File: src/rtl/lms_sched_if.sv
// Bundles the CtrlPort, the main/aux/core AXI-Stream links and the LMS core control
// signals of lms_sched.
interface lms_sched_if;
   logic        s_ctrlport_req_wr;
   logic        s_ctrlport_req_rd;
   logic [19:0] s_ctrlport_req_addr;
   logic [31:0] s_ctrlport_req_data;
   logic        s_ctrlport_resp_ack;
   logic [31:0] s_ctrlport_resp_data;

   logic [31:0] s_main_axis_tdata;
   logic        s_main_axis_tlast;
   logic        s_main_axis_tvalid;
   logic        s_main_axis_tready;

   logic [31:0] s_aux_axis_tdata;
   logic        s_aux_axis_tlast;
   logic        s_aux_axis_tvalid;
   logic        s_aux_axis_tready;

   logic [63:0] m_core_axis_tdata;
   logic        m_core_axis_tlast;
   logic        m_core_axis_tvalid;
   logic        m_core_axis_tready;

   logic        core_start;
   logic        core_clear;
   logic        core_idle;
   logic [15:0] core_mu;
   logic [5:0]  core_ntaps;

   modport slave (
      input  s_ctrlport_req_wr, s_ctrlport_req_rd, s_ctrlport_req_addr, s_ctrlport_req_data,
      output s_ctrlport_resp_ack, s_ctrlport_resp_data,
      input  s_main_axis_tdata, s_main_axis_tlast, s_main_axis_tvalid,
      output s_main_axis_tready,
      input  s_aux_axis_tdata, s_aux_axis_tlast, s_aux_axis_tvalid,
      output s_aux_axis_tready,
      output m_core_axis_tdata, m_core_axis_tlast, m_core_axis_tvalid,
      input  m_core_axis_tready,
      output core_start, core_clear, core_mu, core_ntaps,
      input  core_idle
   );

   modport master (
      output s_ctrlport_req_wr, s_ctrlport_req_rd, s_ctrlport_req_addr, s_ctrlport_req_data,
      input  s_ctrlport_resp_ack, s_ctrlport_resp_data,
      output s_main_axis_tdata, s_main_axis_tlast, s_main_axis_tvalid,
      input  s_main_axis_tready,
      output s_aux_axis_tdata, s_aux_axis_tlast, s_aux_axis_tvalid,
      input  s_aux_axis_tready,
      input  m_core_axis_tdata, m_core_axis_tlast, m_core_axis_tvalid,
      output m_core_axis_tready,
      input  core_start, core_clear, core_mu, core_ntaps,
      output core_idle
   );
endinterface

File: src/rtl/lms_sched.sv
// Packet scheduler for the LMS core: pairs main/aux beats, sequences start/clear pulses,
// and exposes step size, tap count and statistics on CtrlPort.
module lms_sched #(
   parameter logic [19:0] ADDR_BASE    = 20'h0,
   parameter int          NUM_TAPS_MAX = 32,
   parameter logic [15:0] MU_RESET     = 16'h0100
) (
   input logic         ce_clk,
   input logic         ce_rst_n,
   lms_sched_if.slave  bus
);

   typedef enum logic [2:0] {
      ST_IDLE        = 3'd0,
      ST_CLEAR       = 3'd1,
      ST_START       = 3'd2,
      ST_PAIR        = 3'd3,
      ST_RESYNC_MAIN = 3'd4,
      ST_RESYNC_AUX  = 3'd5,
      ST_DRAIN       = 3'd6
   } state_t;

   localparam logic [5:0]  NTAPS_MAX6  = 6'(NUM_TAPS_MAX);
   localparam logic [31:0] NTAPS_MAX32 = 32'(NUM_TAPS_MAX);

   state_t      state_q, state_d;
   logic        enable_q, enable_d;
   logic        clear_req_q, clear_req_d;
   logic [15:0] mu_q, mu_d;
   logic [5:0]  ntaps_q, ntaps_d;
   logic [15:0] core_mu_q, core_mu_d;
   logic [5:0]  core_ntaps_q, core_ntaps_d;
   logic [15:0] mismatch_q, mismatch_d;
   logic [31:0] pkt_cnt_q, pkt_cnt_d;
   logic        pkt_active_q, pkt_active_d;
   logic        resp_ack_q, resp_ack_d;
   logic [31:0] resp_data_q, resp_data_d;

   logic        main_tready, aux_tready, core_tvalid, core_tlast;
   logic        core_start, core_clear;
   logic        in_window, req_wr, req_rd, beat;
   logic        mv, av, ml, al;
   logic [4:0]  offset;

   assign mv        = bus.s_main_axis_tvalid;
   assign av        = bus.s_aux_axis_tvalid;
   assign ml        = bus.s_main_axis_tlast;
   assign al        = bus.s_aux_axis_tlast;
   assign in_window = (bus.s_ctrlport_req_addr[19:5] == ADDR_BASE[19:5]);
   assign offset    = bus.s_ctrlport_req_addr[4:0];
   assign req_wr    = bus.s_ctrlport_req_wr & in_window;
   assign req_rd    = bus.s_ctrlport_req_rd & in_window;
   assign beat      = mv & av & bus.m_core_axis_tready;

   always_ff @(posedge ce_clk or negedge ce_rst_n) begin
      if (!ce_rst_n) begin
         state_q      <= ST_IDLE;
         enable_q     <= 1'b0;
         clear_req_q  <= 1'b0;
         mu_q         <= MU_RESET;
         ntaps_q      <= NTAPS_MAX6;
         core_mu_q    <= MU_RESET;
         core_ntaps_q <= NTAPS_MAX6;
         mismatch_q   <= '0;
         pkt_cnt_q    <= '0;
         pkt_active_q <= 1'b0;
         resp_ack_q   <= 1'b0;
         resp_data_q  <= '0;
      end else begin
         state_q      <= state_d;
         enable_q     <= enable_d;
         clear_req_q  <= clear_req_d;
         mu_q         <= mu_d;
         ntaps_q      <= ntaps_d;
         core_mu_q    <= core_mu_d;
         core_ntaps_q <= core_ntaps_d;
         mismatch_q   <= mismatch_d;
         pkt_cnt_q    <= pkt_cnt_d;
         pkt_active_q <= pkt_active_d;
         resp_ack_q   <= resp_ack_d;
         resp_data_q  <= resp_data_d;
      end
   end

   always_comb begin
      state_d      = state_q;
      enable_d     = enable_q;
      clear_req_d  = clear_req_q;
      mu_d         = mu_q;
      ntaps_d      = ntaps_q;
      core_mu_d    = core_mu_q;
      core_ntaps_d = core_ntaps_q;
      mismatch_d   = mismatch_q;
      pkt_cnt_d    = pkt_cnt_q;
      pkt_active_d = pkt_active_q;
      resp_ack_d   = req_wr | req_rd;
      resp_data_d  = '0;
      main_tready  = 1'b0;
      aux_tready   = 1'b0;
      core_tvalid  = 1'b0;
      core_tlast   = 1'b0;
      core_start   = 1'b0;
      core_clear   = 1'b0;

      case (state_q)
         ST_IDLE: begin
            if (enable_q && clear_req_q) begin
               state_d = ST_CLEAR;
            end else if (enable_q && mv && av) begin
               state_d = ST_START;
            end
         end
         ST_CLEAR: begin
            core_clear  = 1'b1;
            clear_req_d = 1'b0;
            state_d     = ST_DRAIN;
         end
         ST_START: begin
            core_start   = 1'b1;
            core_mu_d    = mu_q;
            core_ntaps_d = ntaps_q;
            pkt_active_d = 1'b1;
            state_d      = ST_PAIR;
         end
         ST_PAIR: begin
            main_tready = bus.m_core_axis_tready & av;
            aux_tready  = bus.m_core_axis_tready & mv;
            core_tvalid = mv & av;
            core_tlast  = ml | al;
            if (beat && (ml || al)) begin
               if (ml && al) begin
                  state_d = ST_DRAIN;
               end else begin
                  if (mismatch_q != 16'hFFFF) begin
                     mismatch_d = mismatch_q + 16'd1;
                  end
                  state_d = ml ? ST_RESYNC_AUX : ST_RESYNC_MAIN;
               end
            end
         end
         ST_RESYNC_MAIN: begin
            main_tready = 1'b1;
            if (mv && ml) begin
               state_d = ST_DRAIN;
            end
         end
         ST_RESYNC_AUX: begin
            aux_tready = 1'b1;
            if (av && al) begin
               state_d = ST_DRAIN;
            end
         end
         ST_DRAIN: begin
            if (bus.core_idle) begin
               if (pkt_active_q) begin
                  pkt_cnt_d = pkt_cnt_q + 32'd1;
               end
               pkt_active_d = 1'b0;
               state_d      = ST_IDLE;
            end
         end
         default: state_d = ST_IDLE;
      endcase

      // Register writes come after the FSM so a software set of clear_req beats the hardware clear.
      if (req_wr) begin
         case (offset)
            5'h00: begin
               enable_d = bus.s_ctrlport_req_data[0];
               if (bus.s_ctrlport_req_data[1]) begin
                  clear_req_d = 1'b1;
               end
            end
            5'h04: mu_d = bus.s_ctrlport_req_data[15:0];
            5'h08: begin
               if (bus.s_ctrlport_req_data < 32'd2) begin
                  ntaps_d = 6'd2;
               end else if (bus.s_ctrlport_req_data > NTAPS_MAX32) begin
                  ntaps_d = NTAPS_MAX6;
               end else begin
                  ntaps_d = bus.s_ctrlport_req_data[5:0];
               end
            end
            default: ;
         endcase
      end

      if (req_rd) begin
         case (offset)
            5'h00:   resp_data_d = {30'd0, clear_req_q, enable_q};
            5'h04:   resp_data_d = {16'd0, mu_q};
            5'h08:   resp_data_d = {26'd0, ntaps_q};
            5'h0C:   resp_data_d = {mismatch_q, 13'd0, state_q};
            5'h10:   resp_data_d = pkt_cnt_q;
            default: resp_data_d = '0;
         endcase
      end
   end

   assign bus.s_main_axis_tready   = main_tready;
   assign bus.s_aux_axis_tready    = aux_tready;
   assign bus.m_core_axis_tdata    = {bus.s_aux_axis_tdata, bus.s_main_axis_tdata};
   assign bus.m_core_axis_tlast    = core_tlast;
   assign bus.m_core_axis_tvalid   = core_tvalid;
   assign bus.core_start           = core_start;
   assign bus.core_clear           = core_clear;
   assign bus.core_mu              = core_mu_q;
   assign bus.core_ntaps           = core_ntaps_q;
   assign bus.s_ctrlport_resp_ack  = resp_ack_q;
   assign bus.s_ctrlport_resp_data = resp_data_q;

endmodule

File: src/flat_wrapper.sv
// flat-port wrapper written by rule: the top's interface ports become plain ports
module lms_sched_flat 
#(
   parameter logic [19:0] ADDR_BASE    = 20'h0,
   parameter int          NUM_TAPS_MAX = 32,
   parameter logic [15:0] MU_RESET     = 16'h0100
)
  (ce_clk, ce_rst_n, bus_s_ctrlport_req_wr, bus_s_ctrlport_req_rd, bus_s_ctrlport_req_addr, bus_s_ctrlport_req_data, bus_s_ctrlport_resp_ack, bus_s_ctrlport_resp_data, bus_s_main_axis_tdata, bus_s_main_axis_tlast, bus_s_main_axis_tvalid, bus_s_main_axis_tready, bus_s_aux_axis_tdata, bus_s_aux_axis_tlast, bus_s_aux_axis_tvalid, bus_s_aux_axis_tready, bus_m_core_axis_tdata, bus_m_core_axis_tlast, bus_m_core_axis_tvalid, bus_m_core_axis_tready, bus_core_start, bus_core_clear, bus_core_mu, bus_core_ntaps, bus_core_idle);
  lms_sched_if bus_i ();
  input logic ce_clk;
  input logic ce_rst_n;
  input wire logic [$bits(bus_i.s_ctrlport_req_wr)-1:0] bus_s_ctrlport_req_wr;
  input wire logic [$bits(bus_i.s_ctrlport_req_rd)-1:0] bus_s_ctrlport_req_rd;
  input wire logic [$bits(bus_i.s_ctrlport_req_addr)-1:0] bus_s_ctrlport_req_addr;
  input wire logic [$bits(bus_i.s_ctrlport_req_data)-1:0] bus_s_ctrlport_req_data;
  output wire logic [$bits(bus_i.s_ctrlport_resp_ack)-1:0] bus_s_ctrlport_resp_ack;
  output wire logic [$bits(bus_i.s_ctrlport_resp_data)-1:0] bus_s_ctrlport_resp_data;
  input wire logic [$bits(bus_i.s_main_axis_tdata)-1:0] bus_s_main_axis_tdata;
  input wire logic [$bits(bus_i.s_main_axis_tlast)-1:0] bus_s_main_axis_tlast;
  input wire logic [$bits(bus_i.s_main_axis_tvalid)-1:0] bus_s_main_axis_tvalid;
  output wire logic [$bits(bus_i.s_main_axis_tready)-1:0] bus_s_main_axis_tready;
  input wire logic [$bits(bus_i.s_aux_axis_tdata)-1:0] bus_s_aux_axis_tdata;
  input wire logic [$bits(bus_i.s_aux_axis_tlast)-1:0] bus_s_aux_axis_tlast;
  input wire logic [$bits(bus_i.s_aux_axis_tvalid)-1:0] bus_s_aux_axis_tvalid;
  output wire logic [$bits(bus_i.s_aux_axis_tready)-1:0] bus_s_aux_axis_tready;
  output wire logic [$bits(bus_i.m_core_axis_tdata)-1:0] bus_m_core_axis_tdata;
  output wire logic [$bits(bus_i.m_core_axis_tlast)-1:0] bus_m_core_axis_tlast;
  output wire logic [$bits(bus_i.m_core_axis_tvalid)-1:0] bus_m_core_axis_tvalid;
  input wire logic [$bits(bus_i.m_core_axis_tready)-1:0] bus_m_core_axis_tready;
  output wire logic [$bits(bus_i.core_start)-1:0] bus_core_start;
  output wire logic [$bits(bus_i.core_clear)-1:0] bus_core_clear;
  output wire logic [$bits(bus_i.core_mu)-1:0] bus_core_mu;
  output wire logic [$bits(bus_i.core_ntaps)-1:0] bus_core_ntaps;
  input wire logic [$bits(bus_i.core_idle)-1:0] bus_core_idle;
  assign bus_i.s_ctrlport_req_wr = bus_s_ctrlport_req_wr;
  assign bus_i.s_ctrlport_req_rd = bus_s_ctrlport_req_rd;
  assign bus_i.s_ctrlport_req_addr = bus_s_ctrlport_req_addr;
  assign bus_i.s_ctrlport_req_data = bus_s_ctrlport_req_data;
  assign bus_s_ctrlport_resp_ack = bus_i.s_ctrlport_resp_ack;
  assign bus_s_ctrlport_resp_data = bus_i.s_ctrlport_resp_data;
  assign bus_i.s_main_axis_tdata = bus_s_main_axis_tdata;
  assign bus_i.s_main_axis_tlast = bus_s_main_axis_tlast;
  assign bus_i.s_main_axis_tvalid = bus_s_main_axis_tvalid;
  assign bus_s_main_axis_tready = bus_i.s_main_axis_tready;
  assign bus_i.s_aux_axis_tdata = bus_s_aux_axis_tdata;
  assign bus_i.s_aux_axis_tlast = bus_s_aux_axis_tlast;
  assign bus_i.s_aux_axis_tvalid = bus_s_aux_axis_tvalid;
  assign bus_s_aux_axis_tready = bus_i.s_aux_axis_tready;
  assign bus_m_core_axis_tdata = bus_i.m_core_axis_tdata;
  assign bus_m_core_axis_tlast = bus_i.m_core_axis_tlast;
  assign bus_m_core_axis_tvalid = bus_i.m_core_axis_tvalid;
  assign bus_i.m_core_axis_tready = bus_m_core_axis_tready;
  assign bus_core_start = bus_i.core_start;
  assign bus_core_clear = bus_i.core_clear;
  assign bus_core_mu = bus_i.core_mu;
  assign bus_core_ntaps = bus_i.core_ntaps;
  assign bus_i.core_idle = bus_core_idle;
  lms_sched #(.ADDR_BASE(ADDR_BASE), .NUM_TAPS_MAX(NUM_TAPS_MAX), .MU_RESET(MU_RESET)) u_core (.ce_clk(ce_clk), .ce_rst_n(ce_rst_n), .bus(bus_i));
endmodule
File: config.mk
export PLATFORM = sky130hd
export DESIGN_NAME = lms_sched_flat
export DESIGN_NICKNAME = d
export VERILOG_FILES = /design/src/rtl/lms_sched_if.sv /design/src/rtl/lms_sched.sv /design/src/flat_wrapper.sv
export SDC_FILE = /design/constraint.sdc
export NUM_CORES = 1
export LEC_CHECK = 0
export ABC_CLOCK_PERIOD_IN_PS = 3800
export CORE_MARGIN = 5
export CORE_UTILIZATION = 36
export CTS_CLUSTER_SIZE = 12
export DETAILED_ROUTE_END_ITERATION = 8
export PLACE_DENSITY = 0.68
export SLEW_MARGIN = 30
export SYNTH_ARGS = -nofsm -noshare
export SYNTH_HDL_FRONTEND = slang
export SYNTH_SLANG_ARGS = --single-unit
File: constraint.sdc
create_clock -name ce_clk -period 3.8 [get_ports ce_clk]
set_clock_uncertainty 0.05 [all_clocks]
set_input_delay 0.57 -clock ce_clk [delete_from_list [all_inputs] [get_ports ce_clk]]
set_output_delay 0.57 -clock ce_clk [all_outputs]
set_load 0.005 [all_outputs]
==> results of run 1 <==
## power by group through the flow
stage	sequential (µW)	clock (µW)	combinational, µW
4_1_cts	1540	1710	425
5_1_grt	1550	1780	460
3_3_place_gp	1560	0	414
3_5_place_dp	1560	0	424
6_report	1540	1680	418
2_1_floorplan	1500	0	335
## synthesized netlist by cell type, types with 3 or more instances
| master | count | share of area (%) |
|---|---|---|
| dfrtp_1 | 127 | 50 |
| buf_4 | 66 | 7.8 |
| nor2_1 | 59 | 3.5 |
| nand2_1 | 45 | 2.7 |
| mux2_2 | 42 | 7.5 |
| xnor2_1 | 29 | 4.0 |
| a22oi_1 | 28 | 3.3 |
| nand3_1 | 20 | 1.6 |
| nand4_1 | 16 | 1.6 |
| xor2_1 | 16 | 2.2 |
| clkbuf_1 | 15 | 0.89 |
| nor3_1 | 13 | 1.0 |
| o21ai_0 | 12 | 0.95 |
| inv_1 | 10 | 0.59 |
| nor4_1 | 10 | 0.99 |
| a222oi_1 | 6 | 0.95 |
| and3_1 | 5 | 0.49 |
| a21oi_1 | 4 | 0.32 |
| dfstp_2 | 4 | 1.7 |
| nor4_2 | 4 | 0.79 |
| and2_1 | 3 | 0.30 |
| buf_2 | 3 | 0.24 |
| nand2b_1 | 3 | 0.30 |
| nor3_2 | 3 | 0.48 |
| or2_2 | 3 | 0.30 |
## per-stage QoR
stage               std cells  power [µW]  instance area [µm²]  hold WS [ps]
floorplan                 582        1831                 6320         224.4
global placement          849        1971                 7298         417.3
detailed placement        849        1984                 7298         424.1
CTS                       881        3670                 7910         288.2
global route              881        3792                 7914         189.5
finish                    881        3634                 7914         130.9
## state kept, by name, summed over array words and instances, names as in the netlist
signal / cells
u_core.bus.core_ntaps: 6
u_core.clear_req_q: 1
u_core.mismatch_q: 16
u_core.bus.s_ctrlport_resp_ack: 1
u_core.bus.s_ctrlport_resp_data: 32
u_core.bus.core_mu: 16
u_core.mu_q: 16
u_core.pkt_active_q: 1
u_core.ntaps_q: 6
u_core.state_q: 3
u_core.pkt_cnt_q: 32
u_core.enable_q: 1
## logic make-up (layout without fill, tap and decap cells)
kind of cell / Yosys count / after routing / share of synthesized area [%]
compound gates: 63 / 63 / 7.088
xor+xnor: 45 / 45 / 6.236
fa+ha+maj: 2 / 2 / 0.3959
buf+inv: 94 / 168 / 9.562
flops: 131 / 131 / 51.95
mux: 44 / 44 / 7.820
simple gates: 203 / 203 / 16.95
## path summary, 6_finish.rpt
kind                                                        from                                end  slack (ps)  cells past startpoint
max in group asynchronous                               ce_rst_n         u_core.mu_q[8]$_DFFE_PN1P_        2790                      2
worst max-delay path               u_core.state_q[1]$_DFFE_PN0P_                     bus_core_start         930                      3
worst min register to register  u_core.pkt_cnt_q[31]$_DFFE_PN0P_   u_core.pkt_cnt_q[31]$_DFFE_PN0P_         430                      1
min in group ce_clk             u_core.pkt_cnt_q[31]$_DFFE_PN0P_   u_core.pkt_cnt_q[31]$_DFFE_PN0P_         430                      1
worst min-delay path                                    ce_rst_n  u_core.mismatch_q[10]$_DFFE_PN0P_         130                      1
worst max register to register     u_core.state_q[1]$_DFFE_PN0P_   u_core.mismatch_q[8]$_DFFE_PN0P_        1450                      4
## area by class of cell
class / count / share of cell area [%]
Clock buffer: 20 / 5.771
Clock inverter: 12 / 1.960
Inverter: 10 / 0.4743
Multi-Input combinational cell: 357 / 30.77
Sequential cell: 131 / 41.49
Tap cell: 225 / 3.557
Timing Repair Buffer: 126 / 15.98
## layer usage
metal  vias to the layer above  GRT usage, %
li1                       2100             -
met1                      2227         20.10
met3                        42         4.402
met5                         -             0
met2                       163         23.69
met4                         0         6.103
==> impl_metrics.env, run 1 <==
export IMPL_outcome="complete, no violations"
export IMPL_clockRootBuffer="clkbuf_16"
export IMPL_syn_avg_cell_area_um2=10.86
export IMPL_wl_um=15210
export IMPL_max_freq_mhz=348.8
export IMPL_worst_path_max_fanout=19
export IMPL_grt_max_degree=76
export IMPL_grt_pass1_wl_um=24630
export IMPL_synth_edf_count=0
export IMPL_met3RoutedLength_um=1001
export IMPL_antenna_cells=0
export IMPL_cp_data_arrival_time_ps=2250
export IMPL_fin_setup_tns_ps=0
export IMPL_power_density_mw_per_mm2=459.2
export IMPL_clkTransAtPathRegs_ps=60
export IMPL_synth_cell_types=54
export IMPL_hold_buffers=0
export IMPL_cts_tree="yes"
export IMPL_maxSlewViolCount=0
export IMPL_crit_chain="and2b_2, nor2b_2, clkdlybuf4s50_1"
export IMPL_clock_tree_buffer_depth=2
export IMPL_vdd_ir_drop_max_mv=0.3207
export IMPL_multi_input_area_mm2=0.002435
export IMPL_die_area_mm2=0.02030
export IMPL_synth_cells=582
export IMPL_synthFlopType="dfrtp_1"
export IMPL_fillCellCount=1527
export IMPL_setup_slack_ps=933.2
export IMPL_clkPwrFrac_pct=46.2
export IMPL_dr_total_vias=4532
export IMPL_antenna_found_initial=0
export IMPL_io_buffers=122
export IMPL_min_period_ps=2867
export IMPL_vias_per_cell=5.144
export IMPL_syn_num_nets=710
export IMPL_dp_hpwl_um=11230
export IMPL_path_delay_family="flip-flops"
export IMPL_drtIter0Drc=269
export IMPL_cp_required_ps=3180
export IMPL_relSlewSlack_pct=45.42
export IMPL_switching_power_uw=908.2
export IMPL_layout_common_cells="dfrtp_1, clkdlybuf4s50_1, nor2_1"
export IMPL_die_y_um=142.5
export IMPL_die_w_um=142.5
export IMPL_top_layer="met4"
export IMPL_gr_total_overflow=0
export IMPL_worst_setup_path_end_kind="output port"
export IMPL_crit_path_start_kind="flop"
export IMPL_initial_core_util_pct=36.67
export IMPL_power_share_sequential_pct=42.3
export IMPL_layout_nets=771
export IMPL_slowest_delay_ps=700
export IMPL_ys_ff_latch=131
export IMPL_areaGrowthSynthToFinish_pct=25.22
export IMPL_layout_commonest_cell="dfrtp_1"
export IMPL_pre_cts_ws_ps=846.2
export IMPL_swShare_pct=24.99
export IMPL_synth_area_mm2=0.006320
export IMPL_setup_viol=0
export IMPL_tightest_slew_ps=816.1
export IMPL_route_detailed_drc=0
export IMPL_crit_buf_inv=1
export IMPL_ios=251
export IMPL_synth_seq_area_share_pct=51.95
export IMPL_core_mm2=0.01724
export IMPL_timing_final_crit_share_pct=75.44
export IMPL_hold_path_class="in -> async"
export IMPL_dr_wl_met2_um=7270
export IMPL_p_int_uw=2725
export IMPL_rsz0062_at_grt="false"
export IMPL_seqCellArea_mm2=0.003283
export IMPL_drive_above_1_share_pct=15.70
export IMPL_post_drt_wl_per_cell_um=17.26
export IMPL_power_leakage_uw=0.003352
export IMPL_numCtsBuffers=17
export IMPL_yosysWarnings=0
export IMPL_path_class="reg -> out"
export IMPL_postLayoutCoreUtil_pct=45.91
export IMPL_combPwrFrac_pct=11.5
export IMPL_wl_met1_um=6581
export IMPL_firstDrtPassIters=6
export IMPL_cts_sink_count=131
export IMPL_h_tree_depth=4
export IMPL_gr_usage_all_layers_pct=15.24
export IMPL_final_hold_viol_count=0
export IMPL_ant_nets=0
export IMPL_routabilityCongestion=0.8224
export IMPL_max_cap_violations=0
export IMPL_critPathSlowestCell="dfrtp_1"
export IMPL_rows=48
export IMPL_async_flop_share_pct=100.0
export IMPL_grt_pass1_vias=4753
export IMPL_clock_latency_ps=410
export IMPL_cts_resized=0
export IMPL_post_cts_buffers=0
Power figures use the tool's default switching activity.
==> run 2: changes to the inputs <==
Settings changed: ABC_CLOCK_PERIOD_IN_PS 3800 to 3000.
Clock period 3.8 ns to 3 ns, I/O delays scaled along.
==> run 2 against run 1 <==
Global-route usage rose by 0.30 points. Routed wire length rose by 1.2%. Hold slack improved by 310 ps. Count of clock-buffer cells in the layout rose by 3. Sequential cell count did not move. Worst setup slack got worse by 670 ps. Largest power group unchanged. Register-to-register slack got worse by 820 ps. Sequential power rose by 27%. First-iteration DRC count fell by 1.9%.
==> impl_metrics.env, run 2 (synthesized netlist as in run 1, its figures left out) <==
export IMPL_power_leakage_uw=0.003383
export IMPL_reg2regPathDepth=4
export IMPL_grt_pass1_wl_um=24950
export IMPL_worst_setup_path_end_kind="output port"
export IMPL_firstDrtPassIters=5
export IMPL_io_buffers=122
export IMPL_core_mm2=0.01724
export IMPL_dr_total_vias=4519
export IMPL_ant_nets=0
export IMPL_cts_tree="yes"
export IMPL_hold_path_depth=1
export IMPL_clkTransAtPathRegs_ps=50
export IMPL_clock_latency_ps=410
export IMPL_rows=48
export IMPL_dp_hpwl_um=11620
export IMPL_cp_required_ps=2500
export IMPL_setup_viol=0
export IMPL_antenna_cells=0
export IMPL_h_tree_depth=4
export IMPL_max_cap_violations=0
export IMPL_die_area_mm2=0.02030
export IMPL_power_density_mw_per_mm2=572.4
export IMPL_route_detailed_drc=0
export IMPL_clock_tree_buffer_depth=2
export IMPL_cts_sink_count=131
export IMPL_tightest_slew_ps=689.8
export IMPL_layout_nets=777
export IMPL_outcome="complete, no violations"
export IMPL_timing_final_crit_share_pct=91.12
export IMPL_hp_start="u_core.pkt_cnt_q[31]$_DFFE_PN0P_"
export IMPL_post_drt_wl_per_cell_um=17.35
export IMPL_rsz0062_at_grt="false"
export IMPL_drive_above_1_share_pct=16.31
export IMPL_vias_per_cell=5.095
export IMPL_grt_use_met3_pct=6.015
export IMPL_dpl_cell_area_mm2=0.007336
export IMPL_slowest_delay_ps=700
export IMPL_regToRegSetupSlack_ps=630
export IMPL_areaGrowthSynthToFinish_pct=25.72
export IMPL_antenna_found_initial=0
export IMPL_numCtsBuffers=17
export IMPL_max_freq_mhz=365.8
export IMPL_use_met2_pct=24.28
export IMPL_wl_um=15390
export IMPL_routabilityCongestion=0.8288
export IMPL_grt_pass1_vias=4883
export IMPL_holdPathEnd="u_core.pkt_cnt_q[31]$_DFFE_PN0P_"
export IMPL_power_uw=4548
export IMPL_relSlewSlack_pct=53.59
export IMPL_crit_path_start_kind="flop"
export IMPL_ios=251
export IMPL_clockRootBuffer="clkbuf_16"
export IMPL_min_period_ps=2734
export IMPL_final_cells=887
export IMPL_worstReg2RegEnd="u_core.mismatch_q[14]$_DFFE_PN0P_"
export IMPL_hold_path_class="reg -> reg"
export IMPL_layout_commonest_cell="dfrtp_1"
export IMPL_critPathSlowestCell="dfrtp_1"
export IMPL_design_area_mm2=0.007945
export IMPL_dpl_cell_count=854
export IMPL_cts_resized=0
export IMPL_grt_util_met1_pct=19.28
export IMPL_maxSlewViolCount=0
export IMPL_vdd_ir_drop_max_mv=0.3961
export IMPL_drtIter0Drc=264
export IMPL_pre_cts_ws_ps=417.3
export IMPL_final_hold_viol_count=0
export IMPL_cp_data_arrival_time_ps=2230
export IMPL_fin_setup_tns_ps=0
export IMPL_gr_usage_all_layers_pct=15.54
export IMPL_setup_slack_ps=266.3
export IMPL_timing_rr_start="u_core.state_q[1]$_DFFE_PN0P_"
export IMPL_gr_max_usage_layer="met2"
export IMPL_path_class="reg -> out"
export IMPL_worst_path_max_fanout=19
export IMPL_die_w_um=142.5
export IMPL_grt_max_degree=48
export IMPL_layout_common_cells="dfrtp_1, clkdlybuf4s50_1, nor2_1"
export IMPL_initial_core_util_pct=36.67
export IMPL_gr_total_overflow=0
export IMPL_crit_chain="and2b_2, nor2b_2, clkdlybuf4s50_1"
export IMPL_die_y_um=142.5
run 2: changes by cell type in the layout (fill, tap and decap cells not counted):
cell	before	now
clkbuf_8	2	5
bufinv_16	3	2
inv_6	1	0
buf_6	1	0
dlygate4sd3_1	0	1
clkinvlp_4	2	1
clkinv_4	3	1
buf_4	3	9
clkinv_2	3	5
run 2: worst max-delay path by stage:
stage	slack, ps	endpoint	start	depth (start not counted)
floorplan	980	u_core.mu_q[10]$_DFFE_PN0P_	bus_s_ctrlport_req_addr[6]	5
global placement	500	u_core.mu_q[7]$_DFFE_PN0P_	bus_s_ctrlport_req_addr[6]	6
detailed placement	420	u_core.mu_q[9]$_DFFE_PN0P_	bus_s_ctrlport_req_addr[5]	6
CTS	230	bus_core_start	u_core.state_q[1]$_DFFE_PN0P_	3
global route	130	bus_core_start	u_core.state_q[1]$_DFFE_PN0P_	3
finish	270	bus_core_start	u_core.state_q[1]$_DFFE_PN0P_	3
run 2: power by group:
part	leakage, µW	switching, µW	internal (µW)	total (µW)
logic	0.00131	251	282	532
clock network	0.000299	736	1330	2060
registers	0.00178	131	1820	1950
total	0.00338	1120	3430	4550
run 2: worst max-delay path: cells and delay by family, from the launching register on:
family	cells	cell delay, ps
buf+inv	1	540
flops	1	700
simple gates	2	580
run 2: area by class of cell:
cell class	instances	area (µm²)
repair buffers	132	1309
clock inverters	9	101.3
flip-flops and latches	131	3283
fillers	1522	9291
clock buffers	23	498.0
multi-input cells	357	2435
inverters	10	37.54
well taps	225	281.5
run 2: repair_timing:
action,in CTS,in global routing
hold buffers,1,0
setup buffers,0,0
endpoints found under the hold margin,37,0
run 2: per-stage QoR:
step                util (%)  hold WS, ps
global placement       42.56        402.8
CTS                    46.09        440.3
finish                 46.09        440.8
detailed placement     42.56        414.6
global route           46.09        453.7
floorplan                  -        104.4
run 2: routing by layer:
layer	vias up	wire length, µm
met2	158	7299
met1	2203	6556
li1	2111	-
met3	47	1058
met4	0	473
met5	-	0
